`config.mk`:
```
export PLATFORM = sky130hd
export DESIGN_NAME = opb_scratch_bank_flat
export DESIGN_NICKNAME = d
export VERILOG_FILES = /design/src/rtl/opb_scratch_pkg.sv /design/src/rtl/opb_scratch_bank_if.sv /design/src/rtl/opb_scratch_lock.sv /design/src/rtl/opb_scratch_bank.sv /design/src/flat_wrapper.sv
export SDC_FILE = /design/constraint.sdc
export NUM_CORES = 1
export LEC_CHECK = 0
export ABC_AREA = 1
export ABC_CLOCK_PERIOD_IN_PS = 2300
export BUFFER_PORTS_ARGS = -buffer_cell sky130_fd_sc_hd__buf_2
export CORE_ASPECT_RATIO = 1.1
export CORE_MARGIN = 2
export CORE_UTILIZATION = 50
export DETAILED_ROUTE_END_ITERATION = 8
export PLACE_DENSITY = 0.7
export SLEW_MARGIN = 40
export SYNTH_ARGS = -nofsm -noshare
export SYNTH_HDL_FRONTEND = slang
export SYNTH_SLANG_ARGS = --single-unit
```
`constraint.sdc`:
```
create_clock -name OPB_CLK -period 2.3 [get_ports OPB_CLK]
set_clock_uncertainty 0.1 [all_clocks]
set_input_delay 0.46 -clock OPB_CLK [delete_from_list [all_inputs] [get_ports OPB_CLK]]
set_output_delay 0.46 -clock OPB_CLK [all_outputs]
set_load 0.005 [all_outputs]
```
`src/rtl/opb_scratch_pkg.sv`:
```
// ----------------------------------------------------------------------------
// opb_scratch_pkg
//   Shared definitions for the OPB scratch register bank: word-address map,
//   lock FSM state type, unlock key values and a byte-enable merge helper.
//   No ports (package).
// ----------------------------------------------------------------------------
package opb_scratch_pkg;

    localparam int unsigned ADDR_VERSION = 0;
    localparam int unsigned ADDR_ID      = 1;
    localparam int unsigned ADDR_DATE    = 2;
    localparam int unsigned ADDR_CTRL    = 3;
    localparam int unsigned ADDR_WR_CNT  = 4;
    localparam int unsigned ADDR_SCRATCH = 5;

    localparam logic [31:0] KEY1 = 32'h0000_C0DE;
    localparam logic [31:0] KEY2 = 32'h0000_5AFE;

    typedef enum logic [1:0] {
        LOCKED   = 2'd0,
        KEY1_OK  = 2'd1,
        UNLOCKED = 2'd2
    } lock_state_t;

    // Replace only the bytes whose enable bit is set.
    function automatic logic [31:0] be_merge(input logic [31:0] old_val,
                                             input logic [31:0] new_val,
                                             input logic [3:0]  be);
        logic [31:0] r;
        for (int b = 0; b < 4; b++) begin
            r[8*b +: 8] = be[b] ? new_val[8*b +: 8] : old_val[8*b +: 8];
        end
        return r;
    endfunction

endpackage

```
`src/rtl/opb_scratch_bank_if.sv`:
```
// ----------------------------------------------------------------------------
// opb_scratch_bank_if
//   Bus bundle between an OPB-side master and the scratch bank.
//   OPB_ADDR [31:0] word address       (master -> slave)
//   SP_DI    [31:0] write data         (master -> slave)
//   SP_BE    [3:0]  write byte enables (master -> slave)
//   SP_RE           read request       (master -> slave)
//   SP_WE           write request      (master -> slave)
//   SP_DO    [31:0] read data          (slave -> master)
//   SP_ACK          completion pulse   (slave -> master)
//   SP_ERR          error flag         (slave -> master)
// ----------------------------------------------------------------------------
interface opb_scratch_bank_if;

    logic [31:0] OPB_ADDR;
    logic [31:0] SP_DI;
    logic [3:0]  SP_BE;
    logic        SP_RE;
    logic        SP_WE;
    logic [31:0] SP_DO;
    logic        SP_ACK;
    logic        SP_ERR;

    modport master (
        output OPB_ADDR, SP_DI, SP_BE, SP_RE, SP_WE,
        input  SP_DO, SP_ACK, SP_ERR
    );

    modport slave (
        input  OPB_ADDR, SP_DI, SP_BE, SP_RE, SP_WE,
        output SP_DO, SP_ACK, SP_ERR
    );

endinterface

```
`src/rtl/opb_scratch_lock.sv`:
```
// ----------------------------------------------------------------------------
// opb_scratch_lock
//   Two-key unlock FSM guarding the scratch registers.
//   OPB_CLK         clock (rising edge)
//   OPB_RST_N       asynchronous active-low reset
//   ctrl_wr         accepted write to the CTRL register this cycle
//   other_req       any other accepted request this cycle
//   wdata [31:0]    write data of the request
//   be    [3:0]     byte enables of the request
//   state           current lock state
//   locked          1 unless UNLOCKED
// ----------------------------------------------------------------------------
module opb_scratch_lock
    import opb_scratch_pkg::*;
#(
    parameter bit LOCK_AT_RESET = 1'b1
) (
    input  logic        OPB_CLK,
    input  logic        OPB_RST_N,
    input  logic        ctrl_wr,
    input  logic        other_req,
    input  logic [31:0] wdata,
    input  logic [3:0]  be,
    output lock_state_t state,
    output logic        locked
);

    localparam lock_state_t RESET_STATE = LOCK_AT_RESET ? LOCKED : UNLOCKED;

    lock_state_t state_q;
    lock_state_t state_d;

    always_ff @(posedge OPB_CLK or negedge OPB_RST_N) begin
        if (!OPB_RST_N) begin
            state_q <= RESET_STATE;
        end else begin
            state_q <= state_d;
        end
    end

    // Keys must arrive as two consecutive requests; anything else in
    // between drops the sequence back to LOCKED.
    always_comb begin
        state_d = state_q;
        case (state_q)
            LOCKED: begin
                if (ctrl_wr && be == 4'hF && wdata == KEY1) begin
                    state_d = KEY1_OK;
                end
            end
            KEY1_OK: begin
                if (ctrl_wr && be == 4'hF && wdata == KEY2) begin
                    state_d = UNLOCKED;
                end else if (ctrl_wr || other_req) begin
                    state_d = LOCKED;
                end
            end
            UNLOCKED: begin
                if (ctrl_wr && wdata[0]) begin
                    state_d = LOCKED;
                end
            end
            default: state_d = LOCKED;
        endcase
    end

    always_comb begin
        state  = state_q;
        locked = (state_q != UNLOCKED);
    end

endmodule

```
`src/rtl/opb_scratch_bank.sv`:
```
// ----------------------------------------------------------------------------
// opb_scratch_bank
//   Register bank: read-only VERSION/ID/DATE, lock CTRL register, optional
//   scratch write counter and NUM_SP lock-protected scratch registers.
//   Every request gets a registered ACK exactly one cycle later.
//   OPB_CLK      clock (rising edge)
//   OPB_RST_N    asynchronous active-low reset
//   bus          opb_scratch_bank_if.slave (address, data, enables, RE/WE,
//                read data, ACK, ERR)
//   Build option: define SP_WR_COUNTER_EN to map the WR_CNT register at
//   word address 4; otherwise address 4 is unmapped.
// ----------------------------------------------------------------------------
module opb_scratch_bank
    import opb_scratch_pkg::*;
#(
    parameter logic [31:0] VERSION       = 32'h1234_5678,
    parameter logic [31:0] ID            = 32'h0000_0050,
    parameter logic [31:0] DATE          = 32'h2025_0714,
    parameter int          ADDR_W        = 5,
    parameter int          NUM_SP        = 8,
    parameter int          LOCK_AT_RESET = 1
) (
    input  logic              OPB_CLK,
    input  logic              OPB_RST_N,
    opb_scratch_bank_if.slave bus
);

    logic [31:0] addr;
    logic        unused_addr;
    logic        req_any, req_both, rd, wr;
    logic        ctrl_wr, other_req;
    logic        is_scratch;
    logic        sp_wr, cnt_clr;
    logic        resp_err;
    logic [31:0] rd_data, sp_rd;
    logic [31:0] do_q;
    logic        ack_q, err_q;
    logic [31:0] scratch [NUM_SP];
    lock_state_t state;
    logic        locked;

    assign addr        = 32'(bus.OPB_ADDR[ADDR_W-1:0]);
    assign unused_addr = ^bus.OPB_ADDR;

    assign req_any  = bus.SP_RE | bus.SP_WE;
    assign req_both = bus.SP_RE & bus.SP_WE;
    assign rd       = bus.SP_RE & ~bus.SP_WE;
    assign wr       = bus.SP_WE & ~bus.SP_RE;

    // A simultaneous read+write changes nothing, so it is hidden from the FSM.
    assign ctrl_wr   = wr && (addr == ADDR_CTRL);
    assign other_req = req_any && !req_both && !ctrl_wr;

    assign is_scratch = (addr >= ADDR_SCRATCH) && (addr < ADDR_SCRATCH + NUM_SP);

    opb_scratch_lock #(
        .LOCK_AT_RESET (LOCK_AT_RESET != 0)
    ) u_lock (
        .OPB_CLK   (OPB_CLK),
        .OPB_RST_N (OPB_RST_N),
        .ctrl_wr   (ctrl_wr),
        .other_req (other_req),
        .wdata     (bus.SP_DI),
        .be        (bus.SP_BE),
        .state     (state),
        .locked    (locked)
    );

`ifdef SP_WR_COUNTER_EN
    logic [31:0] wr_cnt;

    // A clear is a write to address 4 and a count is a scratch write, so
    // both can never happen in one cycle.
    always_ff @(posedge OPB_CLK or negedge OPB_RST_N) begin
        if (!OPB_RST_N) begin
            wr_cnt <= '0;
        end else if (cnt_clr) begin
            wr_cnt <= '0;
        end else if (sp_wr) begin
            wr_cnt <= wr_cnt + 32'd1;
        end
    end
`else
    // No counter: address 4 decodes as unmapped below.
`endif

    always_comb begin
        sp_rd = '0;
        for (int i = 0; i < NUM_SP; i++) begin
            if (addr == 32'(ADDR_SCRATCH + i)) begin
                sp_rd = scratch[i];
            end
        end
    end

    // Decode one request into its read data, error flag and side effects.
    // Writes and errors always return zero data.
    always_comb begin
        rd_data  = '0;
        resp_err = 1'b0;
        sp_wr    = 1'b0;
        cnt_clr  = 1'b0;
        if (req_both) begin
            resp_err = 1'b1;
        end else if (rd) begin
            if (addr == ADDR_VERSION) begin
                rd_data = VERSION;
            end else if (addr == ADDR_ID) begin
                rd_data = ID;
            end else if (addr == ADDR_DATE) begin
                rd_data = DATE;
            end else if (addr == ADDR_CTRL) begin
                rd_data = {29'b0, state, locked};
`ifdef SP_WR_COUNTER_EN
            end else if (addr == ADDR_WR_CNT) begin
                rd_data = wr_cnt;
`endif
            end else if (is_scratch) begin
                rd_data = sp_rd;
            end else begin
                resp_err = 1'b1;
            end
        end else if (wr) begin
            if (addr == ADDR_CTRL) begin
                resp_err = 1'b0;
`ifdef SP_WR_COUNTER_EN
            end else if (addr == ADDR_WR_CNT) begin
                cnt_clr = 1'b1;
`endif
            end else if (is_scratch && !locked) begin
                sp_wr = 1'b1;
            end else begin
                resp_err = 1'b1;
            end
        end
    end

    always_ff @(posedge OPB_CLK or negedge OPB_RST_N) begin
        if (!OPB_RST_N) begin
            for (int i = 0; i < NUM_SP; i++) begin
                scratch[i] <= 32'h5A5A_0000 + 32'(i);
            end
        end else begin
            for (int i = 0; i < NUM_SP; i++) begin
                if (sp_wr && addr == 32'(ADDR_SCRATCH + i)) begin
                    scratch[i] <= be_merge(scratch[i], bus.SP_DI, bus.SP_BE);
                end
            end
        end
    end

    // rd_data is zero for idle cycles, so SP_DO is zero whenever ACK is low.
    always_ff @(posedge OPB_CLK or negedge OPB_RST_N) begin
        if (!OPB_RST_N) begin
            ack_q <= 1'b0;
            err_q <= 1'b0;
            do_q  <= '0;
        end else begin
            ack_q <= req_any;
            err_q <= req_any & resp_err;
            do_q  <= rd_data;
        end
    end

    assign bus.SP_DO  = do_q;
    assign bus.SP_ACK = ack_q;
    assign bus.SP_ERR = err_q;

endmodule

```
`src/flat_wrapper.sv`:
```
// flat-port wrapper written by rule: the top's interface ports become plain ports
module opb_scratch_bank_flat import opb_scratch_pkg::*;
#(
    parameter logic [31:0] VERSION       = 32'h1234_5678,
    parameter logic [31:0] ID            = 32'h0000_0050,
    parameter logic [31:0] DATE          = 32'h2025_0714,
    parameter int          ADDR_W        = 5,
    parameter int          NUM_SP        = 8,
    parameter int          LOCK_AT_RESET = 1
)
  (OPB_CLK, OPB_RST_N, bus_OPB_ADDR, bus_SP_DI, bus_SP_BE, bus_SP_RE, bus_SP_WE, bus_SP_DO, bus_SP_ACK, bus_SP_ERR);
  opb_scratch_bank_if bus_i ();
  input  logic OPB_CLK;
  input  logic OPB_RST_N;
  input wire logic [$bits(bus_i.OPB_ADDR)-1:0] bus_OPB_ADDR;
  input wire logic [$bits(bus_i.SP_DI)-1:0] bus_SP_DI;
  input wire logic [$bits(bus_i.SP_BE)-1:0] bus_SP_BE;
  input wire logic [$bits(bus_i.SP_RE)-1:0] bus_SP_RE;
  input wire logic [$bits(bus_i.SP_WE)-1:0] bus_SP_WE;
  output wire logic [$bits(bus_i.SP_DO)-1:0] bus_SP_DO;
  output wire logic [$bits(bus_i.SP_ACK)-1:0] bus_SP_ACK;
  output wire logic [$bits(bus_i.SP_ERR)-1:0] bus_SP_ERR;
  assign bus_i.OPB_ADDR = bus_OPB_ADDR;
  assign bus_i.SP_DI = bus_SP_DI;
  assign bus_i.SP_BE = bus_SP_BE;
  assign bus_i.SP_RE = bus_SP_RE;
  assign bus_i.SP_WE = bus_SP_WE;
  assign bus_SP_DO = bus_i.SP_DO;
  assign bus_SP_ACK = bus_i.SP_ACK;
  assign bus_SP_ERR = bus_i.SP_ERR;
  opb_scratch_bank #(.VERSION(VERSION), .ID(ID), .DATE(DATE), .ADDR_W(ADDR_W), .NUM_SP(NUM_SP), .LOCK_AT_RESET(LOCK_AT_RESET)) u_core (.OPB_CLK(OPB_CLK), .OPB_RST_N(OPB_RST_N), .bus(bus_i));
endmodule
```
# Word level (Yosys, flattened, before mapping)
# Cells that the tools add are included.
# Widths: inputs -> output; s select.
# op_classes
reduce_logical	56
n_mux	35
order_cmp	2
bitwise_logic	7
eq_ne	20
# op_table
operator	n
$mux 32	15
$reduce_and 2->1	32
$eq 32x15->1 const B	1
$eq 32x16->1 const B	1
$logic_not 32->1	1
$eq 5x4->1 const B	5
$logic_and 1x1->1	17
$eq 5x3->1 const B	3
$mux 1	15
$eq 5x2->1 const B	2
$mux 2	4
$ne 2x2->1 const B	3
$pmux 2 s3	1
$eq 5x1->1 const B	1
$ge 5x3->1 const B	1
$lt 5x4->1 const B	1
$and 1x1->1	4
$eq 4x4->1 const B	1
$logic_not 1->1	3
$ne 3x3->1 const B	1
$reduce_and 3->1	1
$eq 2x1->1 const B	1
$eq 2x2->1 const B	1
$logic_not 2->1	1
other kinds (3)	4
# word_totals
in_bits	72
register_bits	292
elab_cells	156
output_inout_bits	34

# Logic depth before layout (Yosys ltp)
# Gate-level depths: netlist of the first run.
# logic_depth
depth_word	16
depth_mapped	13
depth_no_buf	12

# Modules after synthesis
# From an unflattened synthesis of the first run, not the netlist that was laid out.
# unflattened
cells_unflattened	1493
hier_area_um2	13185.1
# modules_own_cells
mod	n_inst	seq_area_each_um2	cells_per_inst	area_each_um2
opb_scratch_bank	1	7352.1	1428	12872.3
opb_scratch_lock	1	50.0	65	312.8

# Worst setup path after synthesis of the first run
# No wires, ideal clock.
# synth_path
kind	input to register
from	in bus_OPB_ADDR[1]
to	reg u_core.scratch[96] (netlist bit)
path_buffers	2
slack_ns	0.135
setup_ns	0.128
required_time_ns	2.072
stages	12
arrival_ns	1.937
cell_sequence	buf_2 -> nor2_2 -> inv_2 -> nand3_1 -> nand3_1 -> nor2_2 -> nand4_4 -> nor2_4 -> buf_6 -> nand2_4 -> nand2_1 -> o21ai_1
# synth_between
elab_chain_len	10
elab_cells_between_ends	13
classes_between	order compare: 2; eq/ne: 2; mux: 5; reduce/logical: 4
# synth_rtl
item	line	source
start, declared	flat_wrapper.sv:15	input wire logic [$bits(bus_i.OPB_ADDR)-1:0] bus_OPB_ADDR;
$ge 5x3->1 / $lt 5x4->1 (equally long branches)	opb_scratch_bank.sv:54	assign is_scratch = (addr >= ADDR_SCRATCH) && (addr < ADDR_SCRATCH + NUM_SP);
$logic_and 1x1->1	opb_scratch_bank.sv:54	
$logic_and 1x1->1	opb_scratch_bank.sv:130	end else if (is_scratch && !locked) begin
$mux 1	opb_scratch_bank.sv:130	
$mux 1	opb_scratch_bank.sv:124	if (addr == ADDR_CTRL) begin
$mux 1	opb_scratch_bank.sv:123	end else if (wr) begin
$mux 1	opb_scratch_bank.sv:105	end else if (rd) begin
$mux 1	opb_scratch_bank.sv:103	if (req_both) begin
$logic_and 1x1->1 *	opb_scratch_bank.sv:145	if (sp_wr && addr == 32'(ADDR_SCRATCH + i)) begin
$reduce_and 2->1 (no source line) *	-	
end signal, assigned by index	opb_scratch_bank.sv:141	scratch[i] <= 32'h5A5A_0000 + 32'(i);
end signal, assigned by index	opb_scratch_bank.sv:146	scratch[i] <= be_merge(scratch[i], bus.SP_DI, bus.SP_BE);
end, declared	opb_scratch_bank.sv:38	logic [31:0] scratch [NUM_SP];
# Every way passes the cells marked *; elsewhere a longest branch is shown, timed or not.
# A chain may end at the register's enable or synchronous reset.

# Final worst setup path of the first run
# layout_path
from	reg u_core.u_lock.state_q[1], in the netlist u_core.u_lock.state[1]
to	reg u_core.scratch[23] (netlist bit)
# layout_between
elab_chain_len	10
# layout_rtl
item	line	source
start, declared	opb_scratch_lock.sv:30	lock_state_t state_q;
start signal, assigned	opb_scratch_lock.sv:37	state_q <= state_d;
$ne 2x2->1	opb_scratch_lock.sv:69	locked = (state_q != UNLOCKED);
$logic_not 1->1	opb_scratch_bank.sv:130	
$logic_and 1x1->1	opb_scratch_bank.sv:130	
$mux 1	opb_scratch_bank.sv:130	
$mux 1	opb_scratch_bank.sv:124	
$mux 1	opb_scratch_bank.sv:123	
$mux 1	opb_scratch_bank.sv:105	
$mux 1	opb_scratch_bank.sv:103	
$logic_and 1x1->1	opb_scratch_bank.sv:145	
$reduce_and 2->1 (no source line)	-	
# No other way between the ends.

==> results of run 1 <==
==> layout make-up <==
cell class | count | area (um2) | share of cell area, %
Clock buffer | 54 | 902 | 5.51
Timing Repair Buffer | 207 | 1750 | 10.7
Sequential cell | 292 | 7400 | 45.2
Clock inverter | 3 | 40.0 | 0.244
Inverter | 58 | 218 | 1.33
Multi-Input combinational cell | 1248 | 5630 | 34.3
Tap cell | 357 | 447 | 2.73
==> critical path, cell delays in order, from the launching register on <==
cell and delay, ns:
dfrtp_1 0.38, inv_1 0.07, nor2_1 0.11, inv_1 0.08
nor2_2 0.16, nand4_4 0.11, buf_12 0.17, nor2_4 0.24
nand2_1 0.31, nand2_1 0.14, nand2_1 0.06
==> report_power, final <==
group / internal (W) / switching [W] / leakage (nW)
clock: 0.00274 / 0.00196 / 0.455
combinational: 0.000165 / 0.000418 / 4.20
sequential: 0.00515 / 0.00000231 / 3.80
==> how the worst max path moves through the flow <==
stage	slack, ns	endpoint	depth (start not counted)
after global placement	-0.06	u_core.scratch[23]	12
after detailed placement	-0.07	u_core.scratch[23]	12
after CTS	0.27	u_core.scratch[23]	10
after floorplan	0.14	u_core.scratch[96]	12
final	0.25	u_core.scratch[23]	10
after global routing	0.16	u_core.scratch[29]	10
==> cell families (layout without fill, tap and decap cells) <==
group,Yosys count,count (layout)
buffers and inverters,167,322
DFF,292,292
adders and majority gates,4,4
AOI/OAI and AO/OA,133,133
and+or+nand+nor,1111,1111
==> synth_stat cells, drive strengths merged <==
library cell and count:
o21ai 50, inv 57, nand4 35, buf 44
dfrtp 216, clkinv 1, nor2 72, nand2 721
clkbuf 65, ha 4, nand3 254, dfstp 76
o21bai 2, o211ai 13, or2 14, nor3 2
a21oi 68, nor4 7, nand3b 6
==> flip-flops by register name, indices dropped and copies added (netlist names) <==
name / count
u_core.scratch: 256
u_core.bus.SP_ERR: 1
u_core.bus.SP_DO: 32
u_core.u_lock.state: 2
u_core.bus.SP_ACK: 1
==> metrics by stage <==
step	power [W]	hold WS (ns)	util (%)
CTS	0.0105	0.105	60.8
global route	0.0108	0.114	60.8
global placement	0.00582	0.316	57.2
detailed placement	0.00583	0.315	57.2
floorplan	0.00547	0.0644	-
finish	0.0104	0.117	60.8
==> routing by layer <==
metal	share of wire, %	vias up	GRT usage (%)
met1	42	5939	37.7
met4	3.9	2	11.0
met5	0.032	-	0
li1	-	5787	-
met2	49	436	48.4
met3	5.1	98	3.06
==> timing repair <==
action                                 CTS  global route
hold buffers                             1             0
setup endpoints to repair                0             0
setup buffers                            0             0
endpoints found under the hold margin   37             0
==> flow_metrics.py, run 1 <==
metrics = {
    "outcome": {
        "outcome": "complete, no violations",
    },
    "timing": {
        "worst_pin_slew_ns": 0.691,
        "post-route-min-period_ns": 2.05,
        "finalSetupViolCount": 0,
        "worst_slack_ns": 0.247,
        "period_share_pct": 89.3,
        "slew_headroom_pct": 53.5,
        "hold_viol": 0,
        "maxSlewViolCount": 0,
        "rsz0062_at_grt": "no",
        "fin_setup_tns_ns": 0,
        "clock.fmax_ghz": 0.487,
    },
    "finish": {
        "syn2layout_area_growth_pct": 19.3,
        "instances_no_fill": 2219,
        "final_cell_mix": "705 x nand2_1, 254 x nand3_1, 216 x dfrtp_1",
        "drive_above_1_share_pct": 20.0,
        "num-fill-cells": 2429,
        "fin_area_um2": 16400,
        "diodes": 0,
        "nNetsFinal": 1914,
        "final_common_cell": "nand2_1",
    },
    "floorplanning": {
        "rows": 63,
        "die_w_um": 162,
        "initial_core_util_pct": 50.9,
        "core_area_um2": 27000,
        "io_pins": 106,
        "fp.dieH_um": 178,
        "die_area_um2": 28800,
    },
    "synthesis": {
        "syn_area_per_cell_um2": 8.04,
        "synth_simple_gate_area_share_pct": 35.4,
        "synth_compound_area_share_pct": 5.12,
        "synth_nets": 1783,
        "ys_seq_area_share_pct": 53.9,
        "synth_area_leader_cell": "dfrtp_1",
        "synth_top_family_by_area": "simple AND/OR/NAND/NOR gates",
        "synth-adder-area-share_pct": 0.365,
        "syn_inst": 1707,
        "synth_seq_cells": 292,
        "ys_types": 27,
        "ys_top_cells_by_area": "dfrtp_1 39%, nand2_1 19%, dfstp_2 15%, nand3_1 9.3%, a21oi_1 2.5%",
        "synth_top_area_share_pct": 39.4,
        "yosysWarnings": 0,
        "syn_area_um2": 13700,
        "synth.area.mux_share_pct": 0,
        "synth-xor-area-share_pct": 0,
    },
    "drt": {
        "num_vias": 12300,
        "drt_iter0_drc": 1220,
        "drc": 0,
        "vias_per_cell": 5.53,
        "dr.pass1.iters": 6,
        "wl_per_cell_um": 18.1,
        "postRouteAntennaNets": 0,
        "routed_wl_um": 40200,
    },
    "cts": {
        "cts_buffers": 31,
        "insertion_delay_ns": 0.56,
        "htree_levels": 1,
        "clk_pin_slew_worst_paths_ns": 0.06,
        "cts_root_buf": "clkbuf_16",
        "cts.sinks": 292,
        "cts_tree": "done",
        "cts_resized": 0,
        "cts_buffer_depth": 3,
    },
    "setup_path": {
        "critPathRequiredTime_ns": 2.65,
        "crit_arrival_ns": 2.40,
        "critPathCaptureType": "flip-flop",
        "start_kind": "flip-flop",
        "worstReg2RegEnd": "u_core.scratch[23]",
        "r2r_cells": 10,
        "crit_path_max_fanout": 8,
        "r2r-start": "u_core.u_lock.state[1]",
        "reg2reg_slack_ns": 0.25,
        "path_class": "flip-flop to flip-flop",
        "crit_start": "u_core.u_lock.state[1]",
    },
    "global_routing": {
        "grt_max_degree": 62,
        "antenna_found_initial": 1,
        "grt_pass1_vias": 11800,
        "grt_pass1_wl_um": 64200,
        "grt-ovfl-total": 0,
        "track_usage_pct": 28.5,
    },
    "placed_design": {
        "post-place-ws_ns": -0.0680,
        "placedInstanceArea_um2": 15400,
        "place_hpwl_um": 27900,
        "io_buffers": 78,
        "place_inst": 2161,
        "gp_congestion": 0.878,
    },
    "power": {
        "leakage_nw": 8.45,
        "power_density_nw_per_um2": 637,
        "ir_worst_vdd_mv": 0.477,
    },
    "hold_path": {
        "holdPathStages": 3,
        "hp-class": "primary input to flip-flop",
        "holdPathEnd": "u_core.scratch[94]",
        "hold_start": "bus_SP_DI[30]",
    },
    "job": {
        "maxCapViolations": 0,
    },
}
Note: power is estimated with default switching activity, not from simulation.
==> inputs of run 2 (changes only) <==
- BUFFER_PORTS_ARGS: -buffer_cell sky130_fd_sc_hd__buf_2 -> -buffer_cell sky130_fd_sc_hd__clkbuf_2
- PLACE_DENSITY: 0.7 -> 0.68
==> flow_metrics.py, run 2 (synthesis results as in run 1) <==
metrics = {
    "job": {
        "maxCapViolations": 0,
    },
    "drt": {
        "routed_wl_um": 39800,
        "dr.pass1.iters": 7,
        "vias_per_cell": 5.49,
        "postRouteAntennaNets": 0,
        "drt_iter0_drc": 1079,
        "drc": 0,
        "num_vias": 12200,
        "wl_per_cell_um": 17.9,
    },
    "global_routing": {
        "track_usage_pct": 28.1,
        "grt-ovfl-total": 0,
        "grt_pass1_vias": 11900,
        "antenna_found_initial": 0,
        "grt_pass1_wl_um": 63300,
        "grt_max_degree": 57,
    },
    "floorplanning": {
        "rows": 63,
        "fp.dieH_um": 178,
        "initial_core_util_pct": 50.9,
        "io_pins": 106,
        "die_area_um2": 28800,
        "die_w_um": 162,
        "core_area_um2": 27000,
    },
    "cts": {
        "cts_resized": 0,
        "cts_buffer_depth": 3,
        "htree_levels": 1,
        "cts.sinks": 292,
        "cts_tree": "done",
        "cts_buffers": 31,
        "clk_pin_slew_worst_paths_ns": 0.06,
        "cts_root_buf": "clkbuf_16",
        "insertion_delay_ns": 0.57,
    },
    "finish": {
        "drive_above_1_share_pct": 20.9,
        "instances_no_fill": 2229,
        "largest_register_ffs": 256,
        "syn2layout_area_growth_pct": 20.2,
        "nNetsFinal": 1923,
        "regMostFlops": "u_core.scratch",
        "final_common_cell": "nand2_1",
        "diodes": 0,
        "final_cell_mix": "705 x nand2_1, 254 x nand3_1, 216 x dfrtp_1",
    },
    "timing": {
        "post-route-min-period_ns": 2.00,
        "rsz0062_at_grt": "no",
        "finalSetupViolCount": 0,
        "worst_pin_slew_ns": 0.752,
        "clock.fmax_ghz": 0.500,
        "fin_setup_tns_ns": 0,
        "hold_viol": 0,
        "maxSlewViolCount": 0,
        "period_share_pct": 87.0,
        "slew_headroom_pct": 49.4,
        "timing.hold.ws_ns": 0.133,
    },
    "placed_design": {
        "gp_congestion": 0.861,
        "place_hpwl_um": 27700,
        "io_buffers": 78,
        "place_inst": 2170,
    },
    "power": {
        "power_density_nw_per_um2": 650,
        "leakage_nw": 8.50,
        "ir_worst_vdd_mv": 0.487,
    },
    "setup_path": {
        "worst-path-buf-inv": 4,
        "critPathRequiredTime_ns": 2.66,
        "critPathTopFamily": "simple AND/OR/NAND/NOR gates",
        "crit_path_max_fanout": 10,
        "r2r_cells": 11,
        "start_kind": "flip-flop",
        "critPathCaptureType": "flip-flop",
        "crit_arrival_ns": 2.36,
        "crit_path_top_delay_cell": "dfrtp_1",
        "crit_path_cell_trace": "inv_1, nor2_1, inv_1, nor2_2, nand4_4, buf_12, nor2_4, buf_12, nand2_1, nand2_1, nand2_1",
        "path_depth": 11,
        "cp_common_cell": "nand2_1",
        "path_class": "flip-flop to flip-flop",
        "slowest_delay_ns": 0.36,
    },
    "hold_path": {
        "holdPathStages": 3,
        "hp-class": "primary input to flip-flop",
    },
    "outcome": {
        "outcome": "complete, no violations",
    },
}
## run 2: tightest hold or removal path, stage by stage
cell,delay (ns)
clkbuf_2,0.16
nand3_1,0.12
nand2_1,0.05
## run 2: final timing paths
kind                                         from                   to  slack (ns)
max                        u_core.u_lock.state[1]   u_core.scratch[23]        0.30
min                                  bus_SP_BE[2]   u_core.scratch[20]        0.13
max reg2reg                u_core.u_lock.state[1]   u_core.scratch[23]        0.30
max in group asynchronous               OPB_RST_N  u_core.scratch[113]        1.06
min in group asynchronous               OPB_RST_N  u_core.scratch[225]        0.32
min reg2reg                    u_core.scratch[30]   u_core.scratch[30]        0.36
## run 2: area by class of cell
cell class | count | area [um2]
inverters | 58 | 218
well taps | 357 | 447
clock inverters | 10 | 110
fillers | 2439 | 10500
multi-input cells | 1248 | 5630
clock buffers | 48 | 910
flip-flops and latches | 292 | 7400
repair buffers | 216 | 1790
## run 2: power breakdown
| part | leakage (nW) | internal [W] | switching [W] |
|---|---|---|---|
| sequential | 3.80 | 0.00515 | 0.00000273 |
| clock | 0.501 | 0.00293 | 0.00205 |
| combinational | 4.20 | 0.000169 | 0.000419 |
| total | 8.50 | 0.00826 | 0.00247 |
## run 2: metrics by stage
| step | setup slack (ns) | power [W] | utilization (%) | area [um2] |
|---|---|---|---|---|
| 6_report | 0.299 | 0.0107 | 61.2 | 16500 |
| 3_3_place_gp | -0.0795 | 0.00583 | 57.4 | 15500 |
| 3_5_place_dp | -0.0872 | 0.00583 | 57.4 | 15500 |
| 5_1_grt | 0.0985 | 0.0110 | 61.2 | 16500 |
| 2_1_floorplan | 0.135 | 0.00547 | - | 13700 |
| 4_1_cts | 0.310 | 0.0108 | 61.2 | 16500 |
## run 2: metal layers
metal | vias to the layer above | global-route usage [%] | part of all wire [%]
met5 | - | 0 | 0
met3 | 94 | 4.44 | 6.2
met1 | 5943 | 35.5 | 41
met2 | 399 | 48.0 | 49
met4 | 0 | 11.8 | 4.3
li1 | 5812 | - | -
## run 2: what timing repair did
item	in CTS	in global routing
setup buffers	0	0
hold endpoints to repair	38	0
hold buffers	1	0
==> inputs of run 3 (changes only) <==
- CTS_BUF_LIST: default -> sky130_fd_sc_hd__clkbuf_8 sky130_fd_sc_hd__clkbuf_16
==> flow_metrics.py, run 3 (synthesis results as in run 1) <==
metrics = {
    "outcome": {
        "outcome": "complete, no violations",
    },
    "power": {
        "power_density_nw_per_um2": 648,
        "leakage_nw": 8.54,
        "ir_worst_vdd_mv": 0.486,
    },
    "global_routing": {
        "grt_max_degree": 57,
        "track_usage_pct": 28.1,
        "grt_pass1_vias": 11900,
        "grt_pass1_wl_um": 63200,
        "grt-ovfl-total": 0,
        "antenna_found_initial": 0,
    },
    "finish": {
        "regMostFlops": "u_core.scratch",
        "syn2layout_area_growth_pct": 20.2,
        "nNetsFinal": 1923,
        "instances_no_fill": 2229,
        "final_cell_mix": "705 x nand2_1, 254 x nand3_1, 216 x dfrtp_1",
        "diodes": 0,
        "largest_register_ffs": 256,
        "final_common_cell": "nand2_1",
        "drive_above_1_share_pct": 20.9,
        "num-fill-cells": 2439,
    },
    "timing": {
        "maxSlewViolCount": 0,
        "slew_headroom_pct": 50.0,
        "rsz0062_at_grt": "no",
        "period_share_pct": 86.9,
        "clock.fmax_ghz": 0.500,
        "hold_viol": 0,
        "finalSetupViolCount": 0,
        "timing.hold.ws_ns": 0.131,
        "post-route-min-period_ns": 2.00,
        "worst_pin_slew_ns": 0.743,
    },
    "setup_path": {
        "crit_path_max_fanout": 10,
        "worst-path-buf-inv": 4,
        "crit_path_top_delay_cell": "dfrtp_1",
        "start_kind": "flip-flop",
        "critPathCaptureType": "flip-flop",
        "critPathTopFamily": "simple AND/OR/NAND/NOR gates",
        "slowest_delay_ns": 0.36,
        "path_class": "flip-flop to flip-flop",
        "critPathRequiredTime_ns": 2.66,
        "crit_path_cell_trace": "inv_1, nor2_1, inv_1, nor2_2, nand4_4, buf_12, nor2_4, buf_12, nand2_1, nand2_1, nand2_1",
        "cp_common_cell": "nand2_1",
        "crit_arrival_ns": 2.36,
    },
    "floorplanning": {
        "fp.dieH_um": 178,
        "rows": 63,
        "core_area_um2": 27000,
        "initial_core_util_pct": 50.9,
        "io_pins": 106,
        "die_area_um2": 28800,
        "die_w_um": 162,
    },
    "drt": {
        "routed_wl_um": 39800,
        "drc": 0,
        "dr.pass1.iters": 8,
        "postRouteAntennaNets": 0,
        "drt_iter0_drc": 1071,
        "num_vias": 12200,
        "vias_per_cell": 5.48,
        "wl_per_cell_um": 17.9,
    },
    "job": {
        "maxCapViolations": 0,
    },
    "placed_design": {
        "io_buffers": 78,
        "place_hpwl_um": 27700,
        "place_inst": 2170,
        "gp_congestion": 0.861,
    },
    "cts": {
        "clk_pin_slew_worst_paths_ns": 0.06,
        "insertion_delay_ns": 0.57,
        "cts_root_buf": "clkbuf_16",
        "cts_tree": "done",
        "cts_buffers": 31,
        "htree_levels": 1,
        "cts.sinks": 292,
        "cts_buffer_depth": 3,
        "postCtsSetupRepairBufs": 0,
    },
    "hold_path": {
        "hp-class": "primary input to flip-flop",
    },
}
[run 3: power by group]
part | leakage (nW) | total [W] | switching [W] | internal, W
registers | 3.80 | 0.00516 | 0.00000274 | 0.00515
clock network | 0.542 | 0.00494 | 0.00205 | 0.00289
logic | 4.20 | 0.000588 | 0.000419 | 0.000169
[run 3: path summary, 6_finish.rpt]
kind	start	end	slack [ns]	cells after the start
max	u_core.u_lock.state[1]	u_core.scratch[23]	0.30	11
min	bus_SP_BE[2]	u_core.scratch[20]	0.13	3
min in group asynchronous	OPB_RST_N	u_core.scratch[225]	0.32	2
max reg2reg	u_core.u_lock.state[1]	u_core.scratch[23]	0.30	11
max in group asynchronous	OPB_RST_N	u_core.scratch[129]	1.06	3
min reg2reg	u_core.scratch[30]	u_core.scratch[30]	0.36	2
[run 3: area by class of cell]
class                      instances  area, um2  area share, %
sequential                       292       7400           44.9
timing repair buffer             216       1790           10.8
clock inverter                    20        148          0.895
multi-input combinational       1248       5630           34.1
inverter                          58        218           1.32
clock buffer                      38        872           5.28
tap                              357        447           2.71
[run 3: per-stage QoR]
step / util [%] / area [um2] / setup TNS [ns] / setup slack, ns / power (W)
2_1_floorplan: - / 13700 / 0 / 0.135 / 0.00547
3_3_place_gp: 57.4 / 15500 / -0.0795 / -0.0795 / 0.00583
5_1_grt: 61.2 / 16500 / 0 / 0.0985 / 0.0110
4_1_cts: 61.2 / 16500 / 0 / 0.310 / 0.0107
6_report: 61.2 / 16500 / 0 / 0.301 / 0.0107
3_5_place_dp: 57.4 / 15500 / -0.115 / -0.0872 / 0.00583
[run 3: repair_timing]
action | 4_1_cts | 5_1_grt
hold endpoints to repair | 38 | 0
gates resized for setup | 0 | 0
setup endpoints to repair | 0 | 0
hold buffers | 1 | 0
[run 3: worst reg2reg max path, delay by kind of cell, from the launching register on]
| family | cells | cell delay, ns |
|---|---|---|
| and+or+nand+nor | 7 | 0.94 |
| buffers and inverters | 4 | 0.48 |
| DFF | 1 | 0.36 |
[run 3: routing by layer]
metal  up-vias  GRT usage, %  wire (um)
met1      5909          35.5      16300
met2       400          48.0      19400
met5         -             0          0
met4         0          11.8       1710
met3        93          4.44       2440
li1       5813             -          -
